## src/rtl/manchester_tx_arbiter_pkg.sv

```systemverilog
// Shared definitions for the Manchester TX link arbiter: FSM encoding,
// source-ID width and the default header base byte.
package manchester_tx_arbiter_pkg;

    localparam int         SRC_ID_W     = 3;
    localparam int         MAX_SRC      = 8;
    localparam logic [7:0] HDR_BASE_DEF = 8'hA0;

    typedef enum logic [2:0] {
        ST_IDLE  = 3'd0,
        ST_HDR   = 3'd1,
        ST_DATA  = 3'd2,
        ST_DRAIN = 3'd3,
        ST_GAP   = 3'd4
    } state_e;

endpackage

```

## src/rtl/manchester_tx_arbiter_if.sv

```systemverilog
// AXI-Stream bundle between NUM_SRC byte sources, the arbiter and the link.
// The master modport is the arbiter's view; slave is the sources/link side.
interface manchester_tx_arbiter_if #(
    parameter int NUM_SRC    = 4,
    parameter int DATA_WIDTH = 8
);
    logic [NUM_SRC*DATA_WIDTH-1:0] s_axis_tdata;
    logic [NUM_SRC-1:0]            s_axis_tvalid;
    logic [NUM_SRC-1:0]            s_axis_tlast;
    logic [NUM_SRC-1:0]            s_axis_tready;
    logic [DATA_WIDTH-1:0]         m_axis_tdata;
    logic                          m_axis_tvalid;
    logic                          m_axis_tready;
    logic                          m_axis_tlast;

    modport master (
        input  s_axis_tdata, s_axis_tvalid, s_axis_tlast, m_axis_tready,
        output s_axis_tready, m_axis_tdata, m_axis_tvalid, m_axis_tlast
    );

    modport slave (
        output s_axis_tdata, s_axis_tvalid, s_axis_tlast, m_axis_tready,
        input  s_axis_tready, m_axis_tdata, m_axis_tvalid, m_axis_tlast
    );
endinterface

```

## src/rtl/manchester_tx_arbiter_rr_arbiter.sv

```systemverilog
// Combinational round-robin pick: first requester after last_grant, wrapping.
module rr_arbiter
    import manchester_tx_arbiter_pkg::*;
#(
    parameter  int NUM_SRC = 4,
    localparam int SRC_W   = (NUM_SRC > 1) ? $clog2(NUM_SRC) : 1
) (
    input  logic [NUM_SRC-1:0] req_i,
    input  logic [SRC_W-1:0]   last_grant_i,
    output logic [SRC_W-1:0]   grant_o,
    output logic               any_req_o
);

    int idx;

    // Scan from farthest to nearest so the nearest requester wins.
    always_comb begin
        grant_o = '0;
        idx     = 0;
        for (int i = NUM_SRC; i >= 1; i--) begin
            idx = int'(last_grant_i) + i;
            if (idx >= NUM_SRC) idx = idx - NUM_SRC;
            if (req_i[SRC_W'(idx)]) grant_o = SRC_W'(idx);
        end
    end

    assign any_req_o = |req_i;

endmodule

```

## src/rtl/manchester_tx_arbiter.sv

```systemverilog
// Packet-level round-robin arbiter sharing one Manchester TX link between
// NUM_SRC byte sources; prepends a source-ID header and enforces MAX_LEN/gap.
//
//   state | meaning
//   IDLE  | waiting for any source; picks next source round-robin
//   HDR   | presenting header byte HDR_BASE|grant_id
//   DATA  | pass-through of granted source
//   DRAIN | discarding remainder of a truncated packet
//   GAP   | inter-frame idle gap
module manchester_tx_arbiter
    import manchester_tx_arbiter_pkg::*;
#(
    parameter int         NUM_SRC    = 4,
    parameter int         DATA_WIDTH = 8,
    parameter int         GAP_CYCLES = 16,
    parameter int         MAX_LEN    = 255,
    parameter logic [7:0] HDR_BASE   = HDR_BASE_DEF
) (
    input  logic                   aclk,
    input  logic                   aresetn,
    manchester_tx_arbiter_if.master bus,
    output logic [SRC_ID_W-1:0]    grant_id,
    output logic                   busy,
    output logic                   trunc_err
);

    localparam int SRC_W    = (NUM_SRC > 1) ? $clog2(NUM_SRC) : 1;
    localparam int CW       = $clog2(MAX_LEN + 1);
    localparam int GW       = (GAP_CYCLES > 1) ? $clog2(GAP_CYCLES) : 1;
    localparam int GAP_LOAD = (GAP_CYCLES > 0) ? GAP_CYCLES - 1 : 0;

    state_e                state_q, state_d, end_state;
    logic [SRC_ID_W-1:0]   grant_q, grant_d;
    logic [SRC_W-1:0]      last_q, last_d, pick, gidx;
    logic [CW-1:0]         cnt_q, cnt_d;
    logic [GW-1:0]         gap_q, gap_d;
    logic                  trunc_q, trunc_d;
    logic                  any_req, src_valid, src_last, at_max;
    logic [DATA_WIDTH-1:0] src_data, m_tdata;
    logic [NUM_SRC-1:0]    s_tready;
    logic                  m_tvalid, m_tlast;

    rr_arbiter #(.NUM_SRC(NUM_SRC)) u_rr (
        .req_i        (bus.s_axis_tvalid),
        .last_grant_i (last_q),
        .grant_o      (pick),
        .any_req_o    (any_req)
    );

    assign gidx      = grant_q[SRC_W-1:0];
    assign src_valid = bus.s_axis_tvalid[gidx];
    assign src_last  = bus.s_axis_tlast[gidx];
    assign src_data  = bus.s_axis_tdata[DATA_WIDTH*gidx +: DATA_WIDTH];
    assign at_max    = (cnt_q == CW'(MAX_LEN - 1));
    assign end_state = (GAP_CYCLES > 0) ? ST_GAP : ST_IDLE;

    always_ff @(posedge aclk or negedge aresetn) begin
        if (!aresetn) begin
            state_q <= ST_IDLE;
            grant_q <= '0;
            last_q  <= SRC_W'(NUM_SRC - 1);
            cnt_q   <= '0;
            gap_q   <= '0;
            trunc_q <= 1'b0;
        end else begin
            state_q <= state_d;
            grant_q <= grant_d;
            last_q  <= last_d;
            cnt_q   <= cnt_d;
            gap_q   <= gap_d;
            trunc_q <= trunc_d;
        end
    end

    always_comb begin
        state_d  = state_q;
        grant_d  = grant_q;
        last_d   = last_q;
        cnt_d    = cnt_q;
        gap_d    = gap_q;
        trunc_d  = 1'b0;
        s_tready = '0;
        m_tdata  = '0;
        m_tvalid = 1'b0;
        m_tlast  = 1'b0;
        case (state_q)
            ST_IDLE: begin
                if (any_req) begin
                    grant_d = SRC_ID_W'(pick);
                    last_d  = pick;
                    state_d = ST_HDR;
                end
            end
            ST_HDR: begin
                m_tvalid = 1'b1;
                m_tdata  = HDR_BASE | DATA_WIDTH'(grant_q);
                if (bus.m_axis_tready) begin
                    cnt_d   = '0;
                    state_d = ST_DATA;
                end
            end
            ST_DATA: begin
                m_tvalid       = src_valid;
                m_tdata        = src_data;
                m_tlast        = src_last | at_max;
                s_tready[gidx] = bus.m_axis_tready;
                if (src_valid && bus.m_axis_tready) begin
                    cnt_d = cnt_q + CW'(1);
                    if (src_last) begin
                        gap_d   = GW'(GAP_LOAD);
                        state_d = end_state;
                    end else if (at_max) begin
                        trunc_d = 1'b1;
                        state_d = ST_DRAIN;
                    end
                end
            end
            ST_DRAIN: begin
                s_tready[gidx] = 1'b1;
                if (src_valid && src_last) begin
                    gap_d   = GW'(GAP_LOAD);
                    state_d = end_state;
                end
            end
            ST_GAP: begin
                if (gap_q == '0) state_d = ST_IDLE;
                else             gap_d   = gap_q - GW'(1);
            end
            default: state_d = ST_IDLE;
        endcase
    end

    assign bus.s_axis_tready = s_tready;
    assign bus.m_axis_tdata  = m_tdata;
    assign bus.m_axis_tvalid = m_tvalid;
    assign bus.m_axis_tlast  = m_tlast;
    assign grant_id          = grant_q;
    assign busy              = (state_q != ST_IDLE);
    assign trunc_err         = trunc_q;

endmodule
```

## src/flat_wrapper.sv

```systemverilog
// flat-port wrapper written by rule: the top's interface ports become plain ports
module manchester_tx_arbiter_flat import manchester_tx_arbiter_pkg::*;
#(
    parameter int         NUM_SRC    = 4,
    parameter int         DATA_WIDTH = 8,
    parameter int         GAP_CYCLES = 16,
    parameter int         MAX_LEN    = 255,
    parameter logic [7:0] HDR_BASE   = HDR_BASE_DEF
)
  (aclk, aresetn, grant_id, busy, trunc_err, bus_s_axis_tdata, bus_s_axis_tvalid, bus_s_axis_tlast, bus_m_axis_tready, bus_s_axis_tready, bus_m_axis_tdata, bus_m_axis_tvalid, bus_m_axis_tlast);
  manchester_tx_arbiter_if #(.NUM_SRC(NUM_SRC), .DATA_WIDTH(DATA_WIDTH)) bus_i ();
  input  logic aclk;
  input  logic aresetn;
  output logic [SRC_ID_W-1:0] grant_id;
  output logic busy;
  output logic trunc_err;
  input wire logic [$bits(bus_i.s_axis_tdata)-1:0] bus_s_axis_tdata;
  input wire logic [$bits(bus_i.s_axis_tvalid)-1:0] bus_s_axis_tvalid;
  input wire logic [$bits(bus_i.s_axis_tlast)-1:0] bus_s_axis_tlast;
  input wire logic [$bits(bus_i.m_axis_tready)-1:0] bus_m_axis_tready;
  output wire logic [$bits(bus_i.s_axis_tready)-1:0] bus_s_axis_tready;
  output wire logic [$bits(bus_i.m_axis_tdata)-1:0] bus_m_axis_tdata;
  output wire logic [$bits(bus_i.m_axis_tvalid)-1:0] bus_m_axis_tvalid;
  output wire logic [$bits(bus_i.m_axis_tlast)-1:0] bus_m_axis_tlast;
  assign bus_i.s_axis_tdata = bus_s_axis_tdata;
  assign bus_i.s_axis_tvalid = bus_s_axis_tvalid;
  assign bus_i.s_axis_tlast = bus_s_axis_tlast;
  assign bus_i.m_axis_tready = bus_m_axis_tready;
  assign bus_s_axis_tready = bus_i.s_axis_tready;
  assign bus_m_axis_tdata = bus_i.m_axis_tdata;
  assign bus_m_axis_tvalid = bus_i.m_axis_tvalid;
  assign bus_m_axis_tlast = bus_i.m_axis_tlast;
  manchester_tx_arbiter #(.NUM_SRC(NUM_SRC), .DATA_WIDTH(DATA_WIDTH), .GAP_CYCLES(GAP_CYCLES), .MAX_LEN(MAX_LEN), .HDR_BASE(HDR_BASE)) u_core (.aclk(aclk), .aresetn(aresetn), .bus(bus_i), .grant_id(grant_id), .busy(busy), .trunc_err(trunc_err));
endmodule
```

## config.mk

```make
export PLATFORM = sky130hd
export DESIGN_NAME = manchester_tx_arbiter_flat
export DESIGN_NICKNAME = d
export VERILOG_FILES = /design/src/rtl/manchester_tx_arbiter_pkg.sv /design/src/rtl/manchester_tx_arbiter_if.sv /design/src/rtl/manchester_tx_arbiter_rr_arbiter.sv /design/src/rtl/manchester_tx_arbiter.sv /design/src/flat_wrapper.sv
export SDC_FILE = /design/constraint.sdc
export NUM_CORES = 1
export LEC_CHECK = 0
export ABC_AREA = 1
export CAP_MARGIN = 15
export CORE_MARGIN = 4
export CORE_UTILIZATION = 35
export DETAILED_ROUTE_END_ITERATION = 8
export GPL_TIMING_DRIVEN = 0
export PLACE_DENSITY_LB_ADDON = 0.15
export SETUP_SLACK_MARGIN = 0.2
export SYNTH_ARGS = -nofsm -noshare
export SYNTH_HDL_FRONTEND = slang
export SYNTH_HIERARCHICAL = 1
export SYNTH_SLANG_ARGS = --single-unit
```

## constraint.sdc

```tcl
create_clock -name aclk -period 4.4 [get_ports aclk]
set_clock_uncertainty 0.2 [all_clocks]
set_input_delay 0.88 -clock aclk [delete_from_list [all_inputs] [get_ports aclk]]
set_output_delay 0.88 -clock aclk [all_outputs]
set_load 0.05 [all_outputs]
```

---- Word level (Yosys, flattened, before mapping) ----
Cells that the tools add are included.
operators by class
  add/sub/neg operators ................... 10
  multipliers ............................. 0
  div/mod/pow operators ................... 0
  order comparisons ....................... 10
  eq/ne operators ......................... 13
  shifts and indexed selects .............. 1
  multiplexer cells ....................... 50
  bitwise logic cells ..................... 2
  reduce and logical (&&, ||, !) cells .... 13
operators by type and width
  operator                                                   count
  one-hot mux 8 bit (2 select lines)                         2
  variable part select 32 x 6 -> 8 bit                       1
  2-to-1 mux 3 bit                                           7
  < comparator 2 x 4 -> 1 bit (second input constant)        4
  2-to-1 mux 1 bit                                           16
  2-to-1 mux 2 bit                                           8
  2-to-1 mux 4 bit                                           4
  2-to-1 mux 8 bit                                           2
  one-hot mux 3 bit (5 select lines)                         1
  binary-select mux 1 bit (select 2 bit)                     6
  one-hot mux 4 bit (3 select lines)                         1
  != test 2 x 1 -> 1 bit (second input constant)             5
  greater-or-equal comparator 3 bit (second input constant)  3
  adder 8 x 1 -> 8 bit (second input constant)               1
  == test 8 bit (second input constant)                      1
  one-hot mux 4 bit (2 select lines)                         1
  subtractor 2 x 1 -> 2 bit (second input constant)          4
  adder 2 x 2 -> 3 bit (second input constant)               2
  == test 3 x 2 -> 1 bit (second input constant)             2
  AND reduction 6 bit                                        1
  nonzero test 3 bit                                         2
  AND reduction 5 bit                                        1
  adder 2 x 3 -> 4 bit (second input constant)               1
  bitwise AND 4 bit                                          1
  19 further kinds                                           22
word-level totals
  register bits after elaboration ......... 20
  bits in latches ......................... 0
  bits in writable memories ............... 0
  bits in read-only memories .............. 0
  bits of input ports ..................... 43
  output and inout port bits .............. 19
  word-level logic and storage cells ...... 105
  memories kept ........................... 0

---- Longest topological paths before layout ----
  word-level depth ........................ 10
  mapped depth ............................ 13

---- Cells and area by module ----
The synthesis kept the hierarchy.
by module, submodules not included
  module                 times used  cells an instance  area an instance (um^2)  sequential area each (um^2)
  manchester_tx_arbiter  1           237                1561.5                   503.0
  rr_arbiter             1           51                 266.5                    0.0

---- Worst setup path before layout ----
Ideal clock, no wire load.
  path type ............................... reg-to-output
  start ................................... register u_core.grant_q[0] (netlist: u_core/grant_id[0])
  end ..................................... output bus_m_axis_tdata[5]
  arrival ................................. 2.147 ns
  required time ........................... 3.320 ns
  path slack .............................. 1.173 ns
  stages on the path, launching flop included .. 6
  path through ............................ dfrtp_1 buf_6 inv_4 nor2_1 nand2_1 a41oi_1
between the ends
  cells in the longest elaborated chain, start to end .. 2
ends and longest elaborated chain
  item                                  line                         text
  start, declared                       manchester_tx_arbiter.sv:33  logic [SRC_ID_W-1:0] grant_q, grant_d;
  start signal, assigned                manchester_tx_arbiter.sv:67  grant_q <= grant_d;
  variable part select 32 x 6 -> 8 bit  manchester_tx_arbiter.sv:53  assign src_data = bus.s_axis_tdata[DATA_WIDTH*gidx +: DATA_WIDTH];
  one-hot mux 8 bit (2 select lines)    manchester_tx_arbiter.sv:86  case (state_q)
  end, declared                         flat_wrapper.sv:22           output wire logic [$bits(bus_i.m_axis_tdata)-1:0] bus_m_axis_tdata;
No other way between the ends.

---- Worst setup path in the final report ----
  start ................................... input bus_m_axis_tready
  end ..................................... output bus_s_axis_tready[1]
between the ends
  cells in the longest elaborated chain, start to end .. 2
ends and longest elaborated chain
  item                                line                         text
  start, declared                     flat_wrapper.sv:20           input wire logic [$bits(bus_i.m_axis_tready)-1:0] bus_m_axis_tready;
  bitwise AND 4 bit (no source line)  --
  one-hot mux 4 bit (2 select lines)  manchester_tx_arbiter.sv:86
  end, declared                       flat_wrapper.sv:21           output wire logic [$bits(bus_i.s_axis_tready)-1:0] bus_s_axis_tready;
No other way between the ends.

==> reports/metrics.yaml <==
h-tree-depth: 1
synth_flop_cell: "dfrtp_1"
cts_sinks: 20
leading_post_synthesis_cells_by_instance_count: "nand2_1, inv_1, dfrtp_1, nand3_1, nor2_1"
cp_data_arrival_time_ps: 2690
floorplan.io_pins: 62
clk_pin_slew_worst_paths_ps: 70
report.final.hold_viol_count: 0
global_route_wire_length_before_repair_mm: 8.694
critical_path_class: "in -> out"
rrSetupSlack_ps: 2530
critical_path.startpoint_type: "primary input"
synth.yosys.warnings: 6
rr_worst_depth: 12
post_synth_fa_ha_maj_area_fraction_pct: 2.053
run_status: "completed"
synth_most_common_cell: "nand2_1"
internal_power_mw: 0.7337
io_buffers: 60
critical-path-top-cell-by-count: "clkdlybuf4s50_1"
die_h_microns: 80.27
maximum_number_of_pins_on_one_net_before_global_route_repair: 21
timing.critical_path.fanout_max: 4
sum_of_negative_setup_slack_ps: 0
synth.avg_cell_area_sq_um: 6.347
drt-pass1-iter-count: 4
postPlaceCellArea_sq_mm: 0.002516
mapped_area_sq_mm: 0.001828
synthesis.nets: 334
postSynthRegisterBits: 20
finalSetupViolCount: 0
synthDominantCellAreaShare_pct: 24.64
async_flop_share_pct: 100.0
path_cells: "clkdlybuf4s50_1, o21ai_0, nor3_1, clkdlybuf4s50_1"
timing_max_transition_violations_final: 0
grt_setup_unrepaired: "false"
initial_antenna_violation_count: 0
final_standard_cell_utilization_of_the_core_pct: 50.67
worst_r2r_end: "u_core/cnt_q[7]$_DFFE_PN0P_"
sw_frac_of_total_pct: 55.05
setup_ws_pre_cts_ps: 651.4
hpwl_mm: 4.228
vias_per_cell: 4.851
sequential_area_share_after_synthesis_pct: 27.52
largest_vdd_supply_drop_uv: 266.9
cts_tree: "built"
layout-drive-gt1-share_pct: 13.64
synth_top_cells_by_area: "dfrtp_1, nand2_1, inv_1, nand3_1, nand2_2"
crit_path_end_kind: "output port"
synth_top_family_by_area: "simple AND/OR/NAND/NOR gates"
clkLatencyLatePin_ps: 260
num_rows: 26
timing.hold.worst.class: "reg -> reg"
cell_area_after_layout_sq_mm: 0.002571
worstPathRequired_ps: 3320
cts_hold_buffers: 0
powerDensity_mw_per_mm2: 634.9
yosys.area_share.xor_xnor_pct: 0.9582
switching_component_of_the_power_mw: 0.8987
max_freq_ghz: 0.2654
timing.final.crit_share_pct: 85.63
synth_simple_gate_area_share_pct: 44.83
synth.mux.area_fraction_pct: 0
cap_viol_max_count: 0
synth_top_cell_by_area: "dfrtp_1"
die_area_sq_mm: 0.006443
place.gp.congestion: 0.8507
synthesized_instance_count: 288
routed_wire_length_per_instance_microns: 12.60
static-leakage-power_nw: 1.217
cts_root_buffer: "clkbuf_8"
worst_path_largest_cell_delay_ps: 840
start_util_pct: 36.02
worstSetupEndpoint: "bus_s_axis_tready[1]"
via_count: 2047
number_of_nets_with_antenna_violations_after_detailed_routing: 0
placeableCoreArea_sq_mm: 0.005075
synthDistinctLibCells: 31
sequentialPowerShare_pct: 18.7
clockPowerShare_pct: 8.8
fin_nets: 399
ctsLongestPathBuffers: 2
post-cts-setup-buffers: 0
relative_contribution_of_combinational_cells_to_total_power_pct: 72.5
wl_mm: 5.318
iteration_0_drc_count_of_the_detailed_router: 120
finalWorstSetupSlack_ps: 632.3
compound_gate_portion_of_the_synthesized_area_pct: 13.76
critical_path_startpoint: "bus_m_axis_tready"
timing.slew.headroom_pct: 35.05
antenna_cells_inserted: 0
post_cts_resize_count: 0
r2r_start: "u_core/grant_id[0]$_DFFE_PN0P_"
grt_pass1_vias: 1844
worstMarginPinSlew_ps: 971.2
grt-ovfl-total: 0
cts-buffers-inserted: 3
drc: 0
critical-path-slowest-cell: "clkdlybuf4s50_1"
post-route-min-period_ps: 3768
die-width_microns: 80.27
area_delta_synth_final_pct: 40.66
grt_usage_pct: 16.89
synth-edff-count: 0
-- worst min-delay path by stage --
| stage | start | end | slack [ps] | cells after the start |
|---|---|---|---|---|
| after floorplan | u_core/last_q[0]$_DFFE_PN1P_ | u_core/last_q[0]$_DFFE_PN1P_ | 260 | 2 |
| after global placement | u_core/last_q[0]$_DFFE_PN1P_ | u_core/last_q[0]$_DFFE_PN1P_ | 280 | 2 |
| after detailed placement | u_core/last_q[0]$_DFFE_PN1P_ | u_core/last_q[0]$_DFFE_PN1P_ | 290 | 2 |
| after CTS | u_core/last_q[0]$_DFFE_PN1P_ | u_core/last_q[0]$_DFFE_PN1P_ | 300 | 2 |
| after global routing | u_core/last_q[0]$_DFFE_PN1P_ | u_core/last_q[0]$_DFFE_PN1P_ | 330 | 2 |
| final | u_core/last_q[0]$_DFFE_PN1P_ | u_core/last_q[0]$_DFFE_PN1P_ | 290 | 2 |
-- layer usage --
layer	up-vias	GRT usage (%)	part of all wire (%)
li1	1051	-	-
met1	915	24.54	50
met2	77	25.58	40
met3	4	3.251	9.5
met4	0	4.054	0.79
met5	-	0	0
-- power by group through the flow --
stage                     Sequential (mW)  Combinational (mW)  Clock, mW
after floorplan                     0.326               0.853          0
after global placement              0.306                1.18          0
after detailed placement            0.307                1.18          0
after CTS                           0.304                1.19      0.147
after global routing                0.313                1.32      0.156
final                               0.305                1.18      0.143
-- final cells by class --
cell class	count	area (sq um)
Timing Repair Buffer	60	600.6
Fill cell	507	2504
Multi-Input combinational cell	227	1130
Sequential cell	20	503.0
Inverter	35	138.9
Clock buffer	4	55.05
Buffer	6	56.30
Tap cell	70	87.58
-- cells in the final DEF (no fill, tap or decap), drive strengths merged, types with 2 or more instances in the layout --
cell | netlist | layout
o21bai | 3 | 3
clkdlybuf4s50 | 0 | 60
nor2 | 22 | 22
nor3 | 5 | 5
a41oi | 2 | 2
a31oi | 5 | 5
dfrtp | 18 | 18
nand3b | 2 | 2
a22oi | 6 | 6
nand3 | 20 | 20
nand4 | 5 | 5
inv | 35 | 35
or2 | 2 | 2
ha | 3 | 3
nand2 | 128 | 128
buf | 6 | 6
clkbuf | 0 | 4
dfstp | 2 | 2
o21ai | 20 | 20
-- stage by stage --
step / power [mW] / hold WS, ps / instances
after global placement: 1.483 / 282.7 / 418
after global routing: 1.786 / 328.2 / 422
after CTS: 1.640 / 298.1 / 422
after floorplan: 1.178 / 260.3 / 288
final: 1.632 / 291.7 / 422
after detailed placement: 1.492 / 285.5 / 418
-- worst max-delay path, delay by kind of cell --
family	cells	cell delay [ps]
AOI/OAI and AO/OA	1	190
buffers and inverters	2	1380
and+or+nand+nor	1	240
-- sequential cells by signal, summed over array words and instances (netlist names) --
signal            count
u_core/cnt_q          8
u_core/grant_id       2
u_core/last_q         2
u_core/gap_q          4
u_core/state_q        3
u_core/trunc_err      1
-- cells by family after synthesis --
logic type	count (synthesis)
compound gates	37
simple gates	184
buf+inv	41
flops	20
xor+xnor	2
fa+ha+maj	3
other cells	1
(Power assumes the default switching activity.)
